$ cat src/rtl/lock_sequencer_if.sv
// Keypad, timer and display/status signals of the lock sequencer.
// The master side is the keypad/timer front end; the slave side is the sequencer.
interface lock_sequencer_if #(
  parameter int DIGITS = 6
);
  logic                  tick;
  logic                  key_valid;
  logic [3:0]            key;
  logic                  cancel;
  logic                  set_req;
  logic [4*DIGITS-1:0]   disp;
  logic [2:0]            digit_cnt;
  logic                  unlocked;
  logic                  alarm;
  logic [1:0]            err_cnt;
  logic                  key_err;
  logic [2:0]            state;

  modport master (
    output tick, key_valid, key, cancel, set_req,
    input  disp, digit_cnt, unlocked, alarm, err_cnt, key_err, state
  );

  modport slave (
    input  tick, key_valid, key, cancel, set_req,
    output disp, digit_cnt, unlocked, alarm, err_cnt, key_err, state
  );
endinterface

$ cat src/rtl/lock_sequencer.sv
// Six-digit lock controller: digit entry, password compare/change,
// failure counting and timed lockout. All outputs are registered.
module lock_sequencer #(
  parameter int DIGITS     = 6,
  parameter int MAX_ERR    = 3,
  parameter int LOCK_TICKS = 10,
  parameter int OPEN_TICKS = 5
) (
  input  logic              clk,
  input  logic              clr,
  lock_sequencer_if.slave   bus
);
  typedef enum logic [2:0] {
    S_IDLE    = 3'd0,
    S_ENTRY   = 3'd1,
    S_CHECK   = 3'd2,
    S_OPEN    = 3'd3,
    S_SET     = 3'd4,
    S_FAIL    = 3'd5,
    S_LOCKOUT = 3'd6
  } state_t;

  localparam int DW   = 4 * DIGITS;
  localparam int TMAX = (LOCK_TICKS > OPEN_TICKS) ? LOCK_TICKS : OPEN_TICKS;
  localparam int TW   = $clog2(TMAX + 1);

  state_t          state_q, state_nxt;
  logic [DW-1:0]   entry_q, entry_nxt, entry_fill;
  logic [DW-1:0]   pw_q, pw_nxt;
  logic [2:0]      cnt_q, cnt_nxt;
  logic [1:0]      err_q, err_nxt;
  logic [TW-1:0]   tick_q, tick_nxt;
  logic            kerr_nxt;
  logic            key_ok, key_bad, last_digit;

  assign key_ok     = bus.key_valid && (bus.key <= 4'd9);
  assign key_bad    = bus.key_valid && (bus.key >  4'd9);
  assign last_digit = (cnt_q == 3'(DIGITS - 1));

  // Entry buffer with the current key dropped into the next free nibble, MS first.
  always_comb begin
    entry_fill = entry_q;
    for (int i = 0; i < DIGITS; i++) begin
      if (cnt_q == 3'(i)) entry_fill[DW-4-4*i +: 4] = bus.key;
    end
  end

  always_comb begin
    state_nxt = state_q;
    entry_nxt = entry_q;
    pw_nxt    = pw_q;
    cnt_nxt   = cnt_q;
    err_nxt   = err_q;
    tick_nxt  = tick_q;
    kerr_nxt  = 1'b0;
    case (state_q)
      S_IDLE: begin
        if (key_bad) begin
          kerr_nxt = 1'b1;
        end else if (key_ok) begin
          entry_nxt = entry_fill;
          cnt_nxt   = 3'd1;
          state_nxt = S_ENTRY;
        end
      end
      // ENTRY and SET capture digits identically; they differ in where they go next.
      S_ENTRY, S_SET: begin
        if (bus.cancel) begin
          if (state_q == S_ENTRY) begin
            entry_nxt = '0;
            cnt_nxt   = '0;
            state_nxt = S_IDLE;
          end else begin
            tick_nxt  = '0;
            state_nxt = S_OPEN;
          end
        end else if (key_bad) begin
          kerr_nxt = 1'b1;
        end else if (key_ok) begin
          entry_nxt = entry_fill;
          cnt_nxt   = cnt_q + 3'd1;
          if (last_digit) begin
            if (state_q == S_ENTRY) begin
              state_nxt = S_CHECK;
            end else begin
              pw_nxt    = entry_fill;
              tick_nxt  = '0;
              state_nxt = S_OPEN;
            end
          end
        end
      end
      S_CHECK: begin
        if (entry_q == pw_q) begin
          err_nxt   = '0;
          tick_nxt  = '0;
          state_nxt = S_OPEN;
        end else begin
          state_nxt = S_FAIL;
        end
      end
      // err_cnt stays at MAX_ERR-1 through lockout rather than wrapping.
      S_FAIL: begin
        if (int'(err_q) + 1 == MAX_ERR) begin
          tick_nxt  = '0;
          state_nxt = S_LOCKOUT;
        end else begin
          err_nxt   = err_q + 2'd1;
          entry_nxt = '0;
          cnt_nxt   = '0;
          state_nxt = S_IDLE;
        end
      end
      S_OPEN: begin
        if (bus.set_req) begin
          entry_nxt = '0;
          cnt_nxt   = '0;
          state_nxt = S_SET;
        end else if (bus.tick) begin
          tick_nxt = tick_q + 1'b1;
          if (int'(tick_q) + 1 == OPEN_TICKS) begin
            tick_nxt  = '0;
            entry_nxt = '0;
            cnt_nxt   = '0;
            state_nxt = S_IDLE;
          end
        end
      end
      S_LOCKOUT: begin
        if (bus.tick) begin
          tick_nxt = tick_q + 1'b1;
          if (int'(tick_q) + 1 == LOCK_TICKS) begin
            tick_nxt  = '0;
            err_nxt   = '0;
            entry_nxt = '0;
            cnt_nxt   = '0;
            state_nxt = S_IDLE;
          end
        end
      end
      default: state_nxt = S_IDLE;
    endcase
  end

  always_ff @(posedge clk) begin
    if (clr) begin
      state_q      <= S_IDLE;
      entry_q      <= '0;
      pw_q         <= '0;
      cnt_q        <= '0;
      err_q        <= '0;
      tick_q       <= '0;
      bus.disp     <= '0;
      bus.unlocked <= 1'b0;
      bus.alarm    <= 1'b0;
      bus.key_err  <= 1'b0;
    end else begin
      state_q      <= state_nxt;
      entry_q      <= entry_nxt;
      pw_q         <= pw_nxt;
      cnt_q        <= cnt_nxt;
      err_q        <= err_nxt;
      tick_q       <= tick_nxt;
      bus.disp     <= (state_nxt == S_LOCKOUT) ? {DIGITS{4'hE}} : entry_nxt;
      bus.unlocked <= (state_nxt == S_OPEN) || (state_nxt == S_SET);
      bus.alarm    <= (state_nxt == S_LOCKOUT);
      bus.key_err  <= kerr_nxt;
    end
  end

  assign bus.state     = state_q;
  assign bus.digit_cnt = cnt_q;
  assign bus.err_cnt   = err_q;
endmodule

$ cat src/flat_wrapper.sv
// flat-port wrapper written by rule: the top's interface ports become plain ports
module lock_sequencer_flat 
#(
  parameter int DIGITS     = 6,
  parameter int MAX_ERR    = 3,
  parameter int LOCK_TICKS = 10,
  parameter int OPEN_TICKS = 5
)
  (clk, clr, bus_tick, bus_key_valid, bus_key, bus_cancel, bus_set_req, bus_disp, bus_digit_cnt, bus_unlocked, bus_alarm, bus_err_cnt, bus_key_err, bus_state);
  lock_sequencer_if #(.DIGITS(DIGITS)) bus_i ();
  input  logic clk;
  input  logic clr;
  input wire logic [$bits(bus_i.tick)-1:0] bus_tick;
  input wire logic [$bits(bus_i.key_valid)-1:0] bus_key_valid;
  input wire logic [$bits(bus_i.key)-1:0] bus_key;
  input wire logic [$bits(bus_i.cancel)-1:0] bus_cancel;
  input wire logic [$bits(bus_i.set_req)-1:0] bus_set_req;
  output wire logic [$bits(bus_i.disp)-1:0] bus_disp;
  output wire logic [$bits(bus_i.digit_cnt)-1:0] bus_digit_cnt;
  output wire logic [$bits(bus_i.unlocked)-1:0] bus_unlocked;
  output wire logic [$bits(bus_i.alarm)-1:0] bus_alarm;
  output wire logic [$bits(bus_i.err_cnt)-1:0] bus_err_cnt;
  output wire logic [$bits(bus_i.key_err)-1:0] bus_key_err;
  output wire logic [$bits(bus_i.state)-1:0] bus_state;
  assign bus_i.tick = bus_tick;
  assign bus_i.key_valid = bus_key_valid;
  assign bus_i.key = bus_key;
  assign bus_i.cancel = bus_cancel;
  assign bus_i.set_req = bus_set_req;
  assign bus_disp = bus_i.disp;
  assign bus_digit_cnt = bus_i.digit_cnt;
  assign bus_unlocked = bus_i.unlocked;
  assign bus_alarm = bus_i.alarm;
  assign bus_err_cnt = bus_i.err_cnt;
  assign bus_key_err = bus_i.key_err;
  assign bus_state = bus_i.state;
  lock_sequencer #(.DIGITS(DIGITS), .MAX_ERR(MAX_ERR), .LOCK_TICKS(LOCK_TICKS), .OPEN_TICKS(OPEN_TICKS)) u_core (.clk(clk), .clr(clr), .bus(bus_i));
endmodule
$ cat config.mk
export PLATFORM = sky130hd
export DESIGN_NAME = lock_sequencer_flat
export DESIGN_NICKNAME = d
export VERILOG_FILES = /design/src/rtl/lock_sequencer_if.sv /design/src/rtl/lock_sequencer.sv /design/src/flat_wrapper.sv
export SDC_FILE = /design/constraint.sdc
export NUM_CORES = 1
export LEC_CHECK = 0
export BUFFER_PORTS_ARGS = -buffer_cell sky130_fd_sc_hd__buf_2
export CAP_MARGIN = 20
export CORE_ASPECT_RATIO = 1.2
export CORE_MARGIN = 2
export CORE_UTILIZATION = 55
export DETAILED_ROUTE_END_ITERATION = 10
export PLACE_DENSITY = 0.71
export SLEW_MARGIN = 10
export SYNTH_ARGS = -nofsm -noshare
export SYNTH_HDL_FRONTEND = slang
export SYNTH_SLANG_ARGS = --single-unit
$ cat constraint.sdc
create_clock -name clk -period 5.5 [get_ports clk]
set_clock_uncertainty 0.2 [all_clocks]
set_input_delay 1.1 -clock clk [delete_from_list [all_inputs] [get_ports clk]]
set_output_delay 1.1 -clock clk [all_outputs]
set_load 0.05 [all_outputs]
==> qor.yml <==
grt:
  grt_overflow: 0
  grt_usage_pct: 23.7
  grt_pass1_wl_um: 15600
  antenna_found_initial: 0
  grt_pass1_vias: 3160
  grt_max_degree: 46
timing:
  tns_ns: 0
  worst_slew_pin_slew_ns: 0.851
  hold_viol: 0
  rsz0062_at_grt: "no"
  fin_crit_sh_pct: 61.7
  setup_violations: 0
  slew_headroom_pct: 43.2
  period_needed_ns: 3.39
  fmax_mhz: 295
  maxSlewViolCount: 0
  hold_ws_ns: 0.314
logic_synthesis:
  synth.net_count: 469
  avgSynthCellArea_um2: 9.31
  yosysSeqAreaShare_pct: 41.6
  yosys_warnings: 0
  synth-async-reset-ratio_pct: 0
  ys.flop_type: "dfxtp_1"
  synth_cell_type_count: 53
  synth_seq_cells: 87
  syn_area_um2: 4190
  synthCells: 450
  synth_edf_count: 0
clock_tree:
  clkTransAtPathRegs_ns: 0.09
  cts_sinks: 87
  cts-htree-levels: 3
  cts_hold_buf: 0
  numCtsBuffers: 9
  cts_setup_buffers: 0
  root_buffer: "clkbuf_8"
  cts_buffer_depth: 2
  cts_resized: 0
  cts_tree: "done"
  clk_latency_ns: 0.37
critical_path:
  path_cells: "buf_2 > o21ai_1 > and4_1 > and3_1 > buf_4 > mux2i_1 > nor2_1"
  crit_slowest_cell: "and3_1"
  arrival_ns: 3.44
  worst_setup_path_end_kind: "flip-flop"
  cp-start-kind: "input port"
  required_ns: 5.55
  path_delay_family: "simple AND/OR/NAND/NOR gates"
  worst-path-buf-inv: 2
  worst_path_largest_cell_delay_ns: 0.75
  cp_max_fo: 24
  path_class: "input port to flip-flop"
drt:
  dr.pass1.iters: 4
  ant_nets: 0
  wirelength_um: 9600
  routed-via-count: 3310
  vias_per_cell: 5.77
  drc_errors: 0
  wl_per_cell_um: 16.7
  drt_iter0_markers: 206
power:
  vdd_drop_max_mv: 0.168
  p_leak_nw: 2.05
  powerDensity_nw_per_um2: 266
die:
  rows: 34
  dieHeight_um: 99.6
  dieArea_um2: 8340
  die_w_um: 83.7
  initial_core_util_pct: 57.3
  ios: 45
  core_area_um2: 7320
outcome:
  outcome: "complete, no violations"
hold_path:
  hold_path.class: "flip-flop to flip-flop"
cells_and_area:
  final_common_cell: "dfxtp_1"
  nets: 498
  insertedDiodeCount: 0
  layout_common_cells: "dfxtp_1, nor2_1, buf_2"
  area_growth_pct: 9.32
  fill_cells: 665
  drive_gt1_share_pct: 15.7
placement:
  gp_congestion: 0.936
  dp_hpwl_um: 6780
  portBuffers: 44
run:
  max_cap_violations: 0
cells in the mapped netlist (4+ instances only):
library cell | count | share of area [%]
nand2b_1 | 24 | 3.6
inv_1 | 11 | 0.99
and2_1 | 5 | 0.75
mux2i_1 | 39 | 9.3
o2bb2ai_1 | 13 | 2.7
xor2_1 | 24 | 5.0
a311oi_1 | 4 | 0.84
a211oi_1 | 22 | 3.9
buf_2 | 10 | 1.2
clkbuf_1 | 13 | 1.2
nor2_1 | 50 | 4.5
nor2b_1 | 6 | 0.90
o2bb2ai_2 | 5 | 1.8
ha_1 | 9 | 2.7
o21ai_0 | 18 | 2.1
nand2_1 | 22 | 2.0
dfxtp_1 | 87 | 42
nor3_1 | 12 | 1.4
a21oi_1 | 10 | 1.2
nand3_1 | 12 | 1.4
nor4_1 | 7 | 1.0
worst paths after layout:
path,to,slack (ns),depth (start not counted),start
max,u_core.pw_q[3]$_SDFFE_PP0P_,2.11,7,bus_key[1]
min,u_core.pw_q[21]$_SDFFE_PP0P_,0.31,2,u_core.pw_q[21]$_SDFFE_PP0P_
max reg2reg,u_core.bus.disp[2]$_SDFF_PP0_,2.51,7,u_core.bus.state[0]$_SDFF_PP0_
min reg2reg,u_core.pw_q[21]$_SDFFE_PP0P_,0.31,2,u_core.pw_q[21]$_SDFFE_PP0P_
layout make-up:
| class | count | area [um2] | area share [%] |
|---|---|---|---|
| multi-input combinational | 323 | 2260 | 49.4 |
| sequential | 87 | 1740 | 38.0 |
| timing repair buffer | 46 | 235 | 5.14 |
| clock buffer | 11 | 141 | 3.09 |
| tap | 90 | 113 | 2.46 |
| inverter | 12 | 45.0 | 0.983 |
| clock inverter | 5 | 41.3 | 0.901 |
worst min-delay path: cells and delay by family (launching register included):
| family | cells | cell delay (ns) |
|---|---|---|
| AO/OA/AOI/OAI | 1 | 0.05 |
| AND/OR/NAND/NOR | 1 | 0.10 |
| flip-flops | 1 | 0.33 |
cells by family after synthesis:
family,after synthesis,share of synthesized area [%]
simple gates,154,18.7
compound gates,96,18.0
flops,87,41.6
buf+inv,40,4.42
mux,39,9.32
xor+xnor,24,5.02
fa+ha+maj,10,2.93
sequential cells by signal (all words and copies together), names as in the netlist, 2 cells and up:
signal,cells
u_core.bus.disp,24
u_core.entry_q,24
u_core.pw_q,24
u_core.bus.state,3
u_core.bus.digit_cnt,3
u_core.tick_q,4
u_core.bus.err_cnt,2
metal layers:
metal	GRT usage (%)	wire length (um)	up-vias	part of all wire, %
li1	-	-	1658	-
met1	28.3	4250	1566	44
met2	42.0	4800	69	50
met3	3.90	310	17	3.2
met4	10.5	237	0	2.5
met5	0	0	-	0
power breakdown:
part           switching, mW  internal, mW
Clock                  0.243         0.180
Combinational         0.0999        0.0431
Sequential            0.0124         0.640
stage by stage:
step	setup WS (ns)	std cells	util (%)	power, mW	area, um2
final	2.11	574	62.6	1.22	4580
after global placement	1.85	558	60.1	0.808	4400
after floorplan	2.70	450	-	0.775	4190
after CTS	2.15	574	62.6	1.22	4580
after detailed placement	1.75	558	60.1	0.809	4400
after global routing	1.91	574	62.6	1.26	4580
No activity file was read; power rests on OpenSTA's default activity.
